<file path="config.mk">
export PLATFORM = sky130hd
export DESIGN_NAME = bitserial_alu_ctrl
export DESIGN_NICKNAME = d
export VERILOG_FILES = /design/src/rtl/bitserial_alu_ctrl.sv
export SDC_FILE = /design/constraint.sdc
export NUM_CORES = 1
export LEC_CHECK = 0
export CAP_MARGIN = 20
export CORE_UTILIZATION = 56
export DETAILED_ROUTE_END_ITERATION = 10
export PLACE_DENSITY = 0.83
export SKIP_LAST_GASP = 1
export SLEW_MARGIN = 20
export SYNTH_ARGS = -nofsm -noshare
export SYNTH_HDL_FRONTEND = slang
export SYNTH_SLANG_ARGS = --single-unit
</file>
<file path="constraint.sdc">
create_clock -name clk -period 3.7 [get_ports clk]
set_clock_uncertainty 0.05 [all_clocks]
set_input_delay 1.11 -clock clk [delete_from_list [all_inputs] [get_ports clk]]
set_output_delay 1.11 -clock clk [all_outputs]
set_load 0.01 [all_outputs]
</file>
<file path="src/rtl/bitserial_alu_ctrl.sv">
// Bit-serial sequencer driving one external 1-bit ALU slice over a WIDTH-bit operation.
// Optional abort input is enabled by defining ALUCTRL_ABORT_EN.
module bitserial_alu_ctrl #(
    parameter int WIDTH = 32
) (
    input  logic             clk,
    input  logic             rst_n,
    input  logic             start,
    input  logic [2:0]       op,
    input  logic [WIDTH-1:0] a,
    input  logic [WIDTH-1:0] b,
`ifdef ALUCTRL_ABORT_EN
    input  logic             abort,
`endif
    output logic             busy,
    output logic             done,
    output logic [WIDTH-1:0] result,
    output logic             cout,
    output logic             overflow,
    output logic             zero,
    output logic             slice_a,
    output logic             slice_b,
    output logic             slice_cin,
    output logic             slice_less,
    output logic [1:0]       slice_sel,
    output logic             slice_inv,
    input  logic             slice_sum,
    input  logic             slice_cout,
    input  logic             slice_set
);

    localparam int CW = (WIDTH > 1) ? $clog2(WIDTH) : 1;
    localparam logic [CW-1:0] LAST_BIT = CW'(WIDTH - 1);

    localparam logic [2:0] OP_AND = 3'b000;
    localparam logic [2:0] OP_OR  = 3'b001;
    localparam logic [2:0] OP_ADD = 3'b010;
    localparam logic [2:0] OP_SUB = 3'b110;
    localparam logic [2:0] OP_SLT = 3'b111;

    typedef enum logic [1:0] {
        IDLE,
        RUN,
        DONE
    } state_t;

    state_t           state;
    logic [WIDTH-1:0] a_sh;
    logic [WIDTH-1:0] b_sh;
    logic [WIDTH-1:0] res_sh;
    logic [2:0]       op_reg;
    logic             carry_reg;
    logic [CW-1:0]    cnt;

    logic             legal_op;
    logic             is_logic;
    logic             final_ov;
    logic [WIDTH-1:0] shifted_res;
    logic [WIDTH-1:0] final_res;

    always_comb begin
        legal_op = (op == OP_AND) || (op == OP_OR) || (op == OP_ADD) ||
                   (op == OP_SUB) || (op == OP_SLT);
        is_logic = (op_reg[2:1] == 2'b00);
    end

    always_comb begin
        slice_a    = a_sh[0];
        slice_b    = b_sh[0];
        slice_cin  = carry_reg;
        slice_inv  = op_reg[2];
        slice_less = 1'b0;
        slice_sel  = is_logic ? {1'b0, op_reg[0]} : 2'b10;
    end

    // SLT takes the true sign of a-b: raw adder sum corrected by overflow.
    always_comb begin
        final_ov    = carry_reg ^ slice_cout;
        shifted_res = {slice_sum, res_sh[WIDTH-1:1]};
        if (op_reg == OP_SLT)
            final_res = {{(WIDTH-1){1'b0}}, slice_set ^ final_ov};
        else
            final_res = shifted_res;
    end

    always_ff @(posedge clk or negedge rst_n) begin
        if (!rst_n) begin
            state     <= IDLE;
            a_sh      <= '0;
            b_sh      <= '0;
            res_sh    <= '0;
            op_reg    <= '0;
            carry_reg <= 1'b0;
            cnt       <= '0;
            busy      <= 1'b0;
            done      <= 1'b0;
            result    <= '0;
            cout      <= 1'b0;
            overflow  <= 1'b0;
            zero      <= 1'b1;
        end else begin
            case (state)
                IDLE: begin
                    done <= 1'b0;
                    if (start) begin
                        a_sh      <= a;
                        b_sh      <= b;
                        op_reg    <= op;
                        carry_reg <= op[2];
                        cnt       <= '0;
                        if (legal_op) begin
                            state <= RUN;
                            busy  <= 1'b1;
                        end else begin
                            state    <= DONE;
                            done     <= 1'b1;
                            result   <= '0;
                            cout     <= 1'b0;
                            overflow <= 1'b0;
                            zero     <= 1'b1;
                        end
                    end
                end
                RUN: begin
                    res_sh    <= shifted_res;
                    carry_reg <= slice_cout;
                    a_sh      <= {1'b0, a_sh[WIDTH-1:1]};
                    b_sh      <= {1'b0, b_sh[WIDTH-1:1]};
                    cnt       <= cnt + CW'(1);
`ifdef ALUCTRL_ABORT_EN
                    if (abort) begin
                        state <= IDLE;
                        busy  <= 1'b0;
                    end else
`endif
                    if (cnt == LAST_BIT) begin
                        cout     <= is_logic ? 1'b0 : slice_cout;
                        overflow <= is_logic ? 1'b0 : final_ov;
                        result   <= final_res;
                        zero     <= (final_res == '0);
                        busy     <= 1'b0;
                        done     <= 1'b1;
                        state    <= DONE;
                    end
                end
                DONE: begin
                    done  <= 1'b0;
                    state <= IDLE;
                end
                default: begin
                    state <= IDLE;
                    busy  <= 1'b0;
                    done  <= 1'b0;
                end
            endcase
        end
    end

endmodule

</file>
==> out/results.tsv, run 1 <==
stage	metric	value	unit
synth	synthCells	564	
sta	tightest_slew	0.728	ns
finish	largest_registers	a_sh: 32 flops, b_sh: 32 flops, result: 32 flops	
finish	final_layout_size_suffix_gt1_share	6.90	%
route	antenna_left	0	
route	detail_route.vias_per_cell	5.38	
synth	synth_top_family_by_area	simple AND/OR/NAND/NOR gates	
sta	max_slew_margin	51.5	%
synth	synthAdderAreaFrac	0.414	%
placement	dp_hpwl	8.49	mm
synth	synth_edf_count	0	
worst_setup_path	cp-end-kind	output port	
finish	fin_nets	743	
cts	post-cts-setup-buffers	0	
synth	synth_area_per_cell	10.7	um^2
finish	final_util	75.6	%
grt	grt_max_degree	99	
cts	postCtsHoldBufs	0	
synth	yosys.area_share.simple	13.2	%
sta	drv_slew	0	
die	ios	117	
sta	fin_crit	3.07	ns
sta	post-route-period-util	82.9	%
finish	final_area	7840	um^2
synth	yosys.area.top_type	dfrtp_1	
worst_setup_path	worstPathArrival	1.91	ns
synth	yosysMostFrequentCell	nand2_1	
synth	ys_top_cells_by_area	dfrtp_1 59%, mux2i_1 11%, nand2_1 10%, o21ai_0 5.6%, a22o_1 5.1%	
worst_hold_path	worstHoldPathType	reg -> reg	
pwr	ir_drop	445	uV
grt	grt_pass1_vias	4442	
worst_setup_path	cp.required	2.54	ns
synth	yosys_warnings	0	
cts	cts_made_buffers	17	
grt	grtUsageTotal	25.8	%
sta	rsz0062_at_grt	no	
synth	synth_async_sr_flop_share	100	%
grt	grt_pass1_wl	22.2	mm
die	start_util	58.3	%
die	dieHeight	106	um
die	rows	37	
grt	grt_antenna_before_repair	0	
sta	hold_viol	0	
pwr	p_leak	3.75	nW
worst_setup_path	cp-start-kind	flop	
route	drc	0	
worst_setup_path	max_stage_delay	0.56	ns
route	vias	4393	
synth	synth-main-ff-cell	dfrtp_1	
synth	synthXorXnorAreaFrac	0.435	%
placement	io_buffers	115	
cts	cts_resized	0	
placement	placed_cell_area	7260	um^2
worst_setup_path	critPathSlowestCell	clkdlybuf4s50_1	
cts	cts.reportedPaths.clkPinSlew	0.06	ns
route	totalWireLength	12.8	mm
die	core	10400	um^2
synth	synth_top_cell_area_share	58.8	%
synth	yosysUniqueCellTypes	36	
grt	grt.overflow.total	0	
worst_setup_path	worstSetupPathType	reg -> out	
worst_setup_path	r2r_slack	1.60	ns
finish	area_growth	29.8	%
placement	place.gp.congestion	0.765	
cts	clk_path_buf_depth	2	
cts	cts-root-buf	clkbuf_8	
route	wl_per_cell	15.7	um
route	drtIter0Drc	276	
placement	placedCellCount	785	
die	die_w	106	um
finish	antennaDiodeCount	0	
cts	cts_tree	yes	
cts	insertion_delay	0.53	ns
status	status	finished, final reports clean	
worst_setup_path	crit_fanout	3	
flow_run	maxCapViolCount	0	
finish	fin_cells	817	
worst_setup_path	crit_buf_inv	1	
synth	synth_compound_area_share	11.8	%
pwr	p_per_area	747	nW/um^2
synth	syn_nets	639	
die	dieArea	11200	um^2
cts	cts_sinks	143	
synth	ys_seq_area_share	59.3	%
worst_setup_path	crit_path_cell_trace	or2_2 > nor2_1 > clkdlybuf4s50_1	
sta	fmax	326	MHz
synth	synth_common_cells	166 x nand2_1, 142 x dfrtp_1, 68 x o21ai_0	
worst_setup_path	critPathTopFamily	buffers and inverters	
synth	ys_seq_elements	143	
sta	fin_setup_tns	0	ns
pwr	total_power	0.00585	W
synth	synthMuxAreaShare	11.1	%
route	dr.pass1.iters	5	
sta	setup_viol	0	
synth	syn_area	6040	um^2
cts	h-tree-depth	4	
## worst reg2reg max path, cell delays in order (launching register included)
cell and delay (ns):
dfrtp_1 0.41, ha_1 0.24, and3_1 0.20, ha_1 0.27
nand2_1 0.10, a21o_1 0.11, buf_4 0.32, inv_1 0.15
o32a_1 0.19
## power by group
| group | switching [W] | total (W) | leakage, nW | internal (W) |
|---|---|---|---|---|
| Combinational | 0.000927 | 0.00169 | 1.62 | 0.000762 |
| Sequential | 0.000399 | 0.00251 | 1.84 | 0.00211 |
| Clock | 0.000627 | 0.00165 | 0.279 | 0.00103 |
## final timing paths
path | startpoint | endpoint | cells after the start
worst max register to register | cnt[0]$_DFFE_PN0P_ | zero$_DFFE_PN1P_ | 8
min in group asynchronous | rst_n | b_sh[1]$_DFFE_PN0P_ | 1
worst max-delay path | op_reg[1]$_DFFE_PN0P_ | slice_sel[0] | 3
worst min-delay path | a_sh[9]$_DFFE_PN0P_ | a_sh[9]$_DFFE_PN0P_ | 2
worst min register to register | a_sh[9]$_DFFE_PN0P_ | a_sh[9]$_DFFE_PN0P_ | 2
max in group asynchronous | rst_n | a_sh[0]$_DFFE_PN0P_ | 3
## routing by layer
metal | wire (um) | global-route usage [%] | up-vias
li1 | - | - | 2136
met2 | 6080 | 40.0 | 135
met4 | 170 | 9.13 | 0
met3 | 848 | 8.72 | 13
met1 | 5690 | 34.1 | 2109
met5 | 0 | 0 | -
## cells in the final DEF, fill, tap and decap left out, types with 5 or more instances in the layout
master,count
a22o_1,35
buf_4,6
clkbuf_16,16
clkbuf_8,5
clkdlybuf4s50_1,114
dfrtp_1,142
mux2i_1,65
nand2_1,166
nor4_1,8
o21ai_0,68
## metrics by stage
stage / hold slack [ns] / setup WS [ns]
2_1_floorplan: 0.400 / 1.49
3_3_place_gp: 0.412 / 0.874
3_5_place_dp: 0.420 / 0.785
4_1_cts: 0.433 / 0.616
5_1_grt: 0.450 / 0.561
6_report: 0.425 / 0.632
## cells by family after synthesis
logic type	after synthesis
adders and majority gates	2
and+or+nand+nor	194
muxes	67
other	1
AOI/OAI and AO/OA	112
xor gates and xnor gates	3
buffers and inverters	42
DFF	143
## layout make-up
cell class              count  area [um^2]
well taps                 136          170
repair buffers            123         1240
flip-flops and latches    143         3580
clock buffers              22          473
fillers                   725         2530
inverters                   4         15.0
clock inverters            10          110
multi-input cells         379         2250
No activity file was read; power rests on OpenSTA's default activity.
==> run 2, diff against run 1 <==
--- a/config.mk
+++ b/config.mk
@@ -6,9 +6,9 @@
 export NUM_CORES = 1
 export LEC_CHECK = 0
 export CAP_MARGIN = 20
-export CORE_UTILIZATION = 56
+export CORE_UTILIZATION = 52
 export DETAILED_ROUTE_END_ITERATION = 10
-export PLACE_DENSITY = 0.83
+export PLACE_DENSITY = 0.78
 export SKIP_LAST_GASP = 1
 export SLEW_MARGIN = 20
 export SYNTH_ARGS = -nofsm -noshare
==> constraint.sdc (replaced) <==
create_clock -name clk -period 3.1 [get_ports clk]
set_clock_uncertainty 0.05 [all_clocks]
set_input_delay 0.93 -clock clk [delete_from_list [all_inputs] [get_ports clk]]
set_output_delay 0.93 -clock clk [all_outputs]
set_load 0.01 [all_outputs]
==> out/results.tsv, run 2 (synthesis results as in run 1) <==
stage	metric	value	unit
status	status	finished, final reports clean	
pwr	total_power	0.00701	W
grt	grt.overflow.total	0	
worst_setup_path	cp-end-kind	output port	
route	dr.pass1.iters	4	
die	die_w	110	um
sta	rsz0062_at_grt	no	
die	dieArea	12100	um^2
worst_setup_path	cp-start-kind	flop	
route	totalWireLength	13.1	mm
cts	post-cts-setup-buffers	0	
finish	final_common_cell	nand2_1	
cts	cts-root-buf	clkbuf_16	
sta	max_slew_margin	53.1	%
finish	antennaDiodeCount	0	
worst_setup_path	r2r-end	result[12]$_DFFE_PN0P_	
placement	dp_hpwl	8.64	mm
cts	h-tree-depth	4	
cts	insertion_delay	0.42	ns
placement	io_buffers	115	
route	wl_per_cell	16.0	um
sta	post-route-period-util	88.6	%
cts	cts_resized	0	
die	rows	38	
grt	grt_antenna_before_repair	0	
flow_run	maxCapViolCount	0	
die	ios	117	
sta	drv_slew	0	
route	detail_route.vias_per_cell	5.39	
cts	cts.reportedPaths.clkPinSlew	0.06	ns
sta	fmax	364	MHz
finish	largest_registers	a_sh: 32 flops, b_sh: 32 flops, result: 32 flops	
pwr	p_per_area	891	nW/um^2
sta	setup_viol	0	
pwr	p_leak	3.75	nW
sta	worst_slack	0.355	ns
cts	cts_sinks	143	
cts	postCtsHoldBufs	0	
worst_setup_path	reg2reg_from	cnt[0]$_DFFE_PN0P_	
finish	final_area	7860	um^2
grt	grtUsageTotal	23.9	%
worst_setup_path	worstPathArrival	1.77	ns
sta	fin_crit	2.75	ns
route	drc	0	
route	antenna_left	0	
placement	placed_cell_area	7290	um^2
worst_hold_path	worstHoldPathType	in -> async	
finish	area_growth	30.2	%
worst_setup_path	r2r_slack	1.05	ns
finish	final_util	71.0	%
worst_setup_path	cp.required	2.12	ns
grt	grt_max_degree	127	
placement	dp_worst_setup_slack	0.543	ns
route	vias	4423	
cts	clk_path_buf_depth	2	
die	core	11100	um^2
worst_setup_path	r2r_cells	5	
worst_setup_path	crit_fanout	3	
finish	layout_common_cells	166 x nand2_1, 142 x dfrtp_1, 114 x clkdlybuf4s50_1	
sta	tightest_slew	0.698	ns
die	start_util	54.5	%
sta	hold_viol	0	
sta	fin_setup_tns	0	ns
grt	grt_pass1_vias	4498	
cts	cts_tree	yes	
route	drtIter0Drc	333	
grt	grt_pass1_wl	21.6	mm
finish	final_layout_size_suffix_gt1_share	6.90	%
placement	place.gp.congestion	0.737	
die	dieHeight	110	um
worst_setup_path	worstSetupPathType	reg -> out	
cts	cts_made_buffers	17	
pwr	ir_drop	594	uV
finish	fin_nets	743	
## run 2: per-layer routing
metal	track usage [%]	wire, um
met2	38.4	6370
met5	0	0
met1	30.3	5850
met3	5.93	583
met4	11.1	314
## run 2: worst max-delay path, stage by stage, from the launching register on
cell and delay (ns):
dfrtp_1 0.39, or2_2 0.32, nor2_1 0.10, clkdlybuf4s50_1 0.54
## run 2: metrics by stage
stage,std cells,hold WS [ns]
3_5_place_dp,789,0.420
5_1_grt,821,0.333
4_1_cts,821,0.329
3_3_place_gp,789,0.411
2_1_floorplan,564,0.400
6_report,821,0.331
## run 2: how the worst max path moves through the flow
| stage | start | to | depth (start not counted) |
|---|---|---|---|
| global placement | op[2] | zero$_DFFE_PN1P_ | 7 |
| finish | op_reg[1]$_DFFE_PN0P_ | slice_sel[0] | 3 |
| CTS | op_reg[1]$_DFFE_PN0P_ | slice_sel[0] | 3 |
| detailed placement | start | busy$_DFFE_PN0P_ | 4 |
| global route | op_reg[2]$_DFFE_PN0P_ | slice_sel[0] | 3 |
| floorplan | op[2] | result[18]$_DFFE_PN0P_ | 6 |
## run 2: power by group
part           internal [W]  leakage, nW  switching (W)
Clock               0.00122        0.275       0.000753
Sequential          0.00252         1.84       0.000486
Combinational      0.000923         1.63        0.00111
## run 2: layout make-up
class                           count  area (um^2)
Sequential cell                   143         3580
Fill cell                         803         3210
Multi-Input combinational cell    379         2260
Timing Repair Buffer              123         1260
Clock buffer                       21          460
Tap cell                          140          175
Clock inverter                     11          115
Inverter                            4         15.0
==> run 3, diff against run 2 <==
--- a/config.mk
+++ b/config.mk
@@ -8,6 +8,7 @@
 export CAP_MARGIN = 20
 export CORE_UTILIZATION = 52
 export DETAILED_ROUTE_END_ITERATION = 10
+export MAX_ROUTING_LAYER = met4
 export PLACE_DENSITY = 0.78
 export SKIP_LAST_GASP = 1
 export SLEW_MARGIN = 20
==> out/results.tsv, run 3 (synthesis results as in run 1) <==
stage	metric	value	unit
grt	grtUsageTotal	24.6	%
finish	layout_common_cells	166 x nand2_1, 142 x dfrtp_1, 114 x clkdlybuf4s50_1	
sta	fmax	364	MHz
cts	cts-root-buf	clkbuf_16	
sta	fin_crit	2.75	ns
die	dieHeight	110	um
placement	io_buffers	115	
cts	postCtsHoldBufs	0	
route	dr.pass1.iters	4	
sta	setup_viol	0	
cts	cts_made_buffers	17	
placement	place.gp.congestion	0.746	
cts	clk_path_buf_depth	2	
worst_setup_path	r2r_cells	5	
pwr	switching_share	33.6	%
route	detail_route.vias_per_cell	5.39	
die	die_w	110	um
placement	dp_hpwl	8.64	mm
route	drt-met1-wl	5.87	mm
worst_setup_path	cp-end-kind	output port	
finish	fillCellCount	803	
finish	antennaDiodeCount	0	
finish	final_layout_size_suffix_gt1_share	6.90	%
cts	cts_tree	yes	
route	top_layer	met4	
worst_setup_path	critPathSlowestCell	clkdlybuf4s50_1	
sta	max_slew_margin	52.9	%
worst_setup_path	worstPathArrival	1.77	ns
pwr	p_int	0.00466	W
cts	insertion_delay	0.42	ns
worst_setup_path	crit_fanout	3	
route	drtIter0Drc	295	
pwr	p_comb_share	29.0	%
route	antenna_left	0	
route	vias	4428	
status	status	finished, final reports clean	
cts	cts.reportedPaths.clkPinSlew	0.06	ns
die	ios	117	
sta	tightest_slew	0.700	ns
pwr	p_leak	3.75	nW
grt	grt_pass1_vias	4494	
sta	rsz0062_at_grt	no	
pwr	total_power	0.00702	W
grt	grt.overflow.total	0	
finish	final_common_cell	nand2_1	
grt	grt_antenna_before_repair	0	
sta	post-route-period-util	88.6	%
sta	hold_viol	0	
cts	h-tree-depth	4	
finish	largest_registers	a_sh: 32 flops, b_sh: 32 flops, result: 32 flops	
cts	cts_resized	0	
worst_setup_path	cp.required	2.12	ns
grt	grt_pass1_wl	21.6	mm
finish	fin_nets	743	
worst_setup_path	worstSetupPathType	reg -> out	
die	start_util	54.5	%
flow_run	maxCapViolCount	0	
pwr	p_seq_share	42.9	%
die	rows	38	
worst_setup_path	crit_path_cell_trace	or2_2 > nor2_1 > clkdlybuf4s50_1	
worst_setup_path	cp-start-kind	flop	
pwr	pwr-share-clk	28.1	%
route	wl_met2	6.39	mm
grt	grt_max_degree	127	
die	core	11100	um^2
route	totalWireLength	13.2	mm
finish	area_growth	30.2	%
sta	fin_setup_tns	0	ns
die	dieArea	12100	um^2
route	wl_met3	580	um
sta	drv_slew	0	
pwr	ir_drop	594	uV
worst_setup_path	max_stage_delay	0.54	ns
worst_hold_path	worstHoldPathType	in -> async	
pwr	p_per_area	892	nW/um^2
cts	post-cts-setup-buffers	0	
worst_setup_path	r2r_slack	1.03	ns
route	drc	0	
cts	cts_sinks	143	
route	wl_per_cell	16.0	um
pwr	switchingPower	0.00236	W
## run 3: cell counts in the layout (fill, tap and decap cells not counted)
No cell type changed its count.
## run 3: per-layer routing
layer  track usage [%]  up-vias
li1                  -     2137
met1              30.6     2153
met2              38.3      113
met3              5.63       25
met4              11.1        0
met5                 -        -
## run 3: worst paths after layout
kind,startpoint,end
max in group asynchronous,rst_n,result[6]$_DFFE_PN0P_
setup reg to reg,cnt[0]$_DFFE_PN0P_,result[12]$_DFFE_PN0P_
min in group clk,a_sh[24]$_DFFE_PN0P_,a_sh[24]$_DFFE_PN0P_
setup / recovery,op_reg[1]$_DFFE_PN0P_,slice_sel[0]
hold reg to reg,a_sh[24]$_DFFE_PN0P_,a_sh[24]$_DFFE_PN0P_
hold / removal,rst_n,b_sh[3]$_DFFE_PN0P_
## run 3: area by class of cell
class,instances,area [um^2],area share [%]
clock inverters,11,115,1.46
well taps,140,175,2.23
clock buffers,21,460,5.86
multi-input cells,379,2260,28.7
flip-flops and latches,143,3580,45.5
inverters,4,15.0,0.191
repair buffers,123,1260,16.1
## run 3: metrics by stage
stage,hold slack [ns],setup WS [ns],instance area [um^2],instances,util [%]
floorplan,0.400,1.07,6040,564,-
global placement,0.411,0.592,7290,789,65.8
detailed placement,0.420,0.543,7290,789,65.8
CTS,0.329,0.328,7860,821,71.0
global route,0.333,0.281,7860,821,71.0
finish,0.330,0.354,7860,821,71.0
## run 3: power groups by stage
stage	Sequential (W)	Combinational [W]	Clock, W
after floorplan	0.00289	0.00151	0
after global placement	0.00298	0.00194	0
after detailed placement	0.00303	0.00203	0
after CTS	0.00301	0.00205	0.00199
after global routing	0.00310	0.00228	0.00208
final	0.00301	0.00203	0.00197
## run 3: worst max-delay path, delay by kind of cell, from the launching register on
| family | cells | cell delay, ns |
|---|---|---|
| flops | 1 | 0.39 |
| buf+inv | 1 | 0.54 |
| simple gates | 2 | 0.42 |
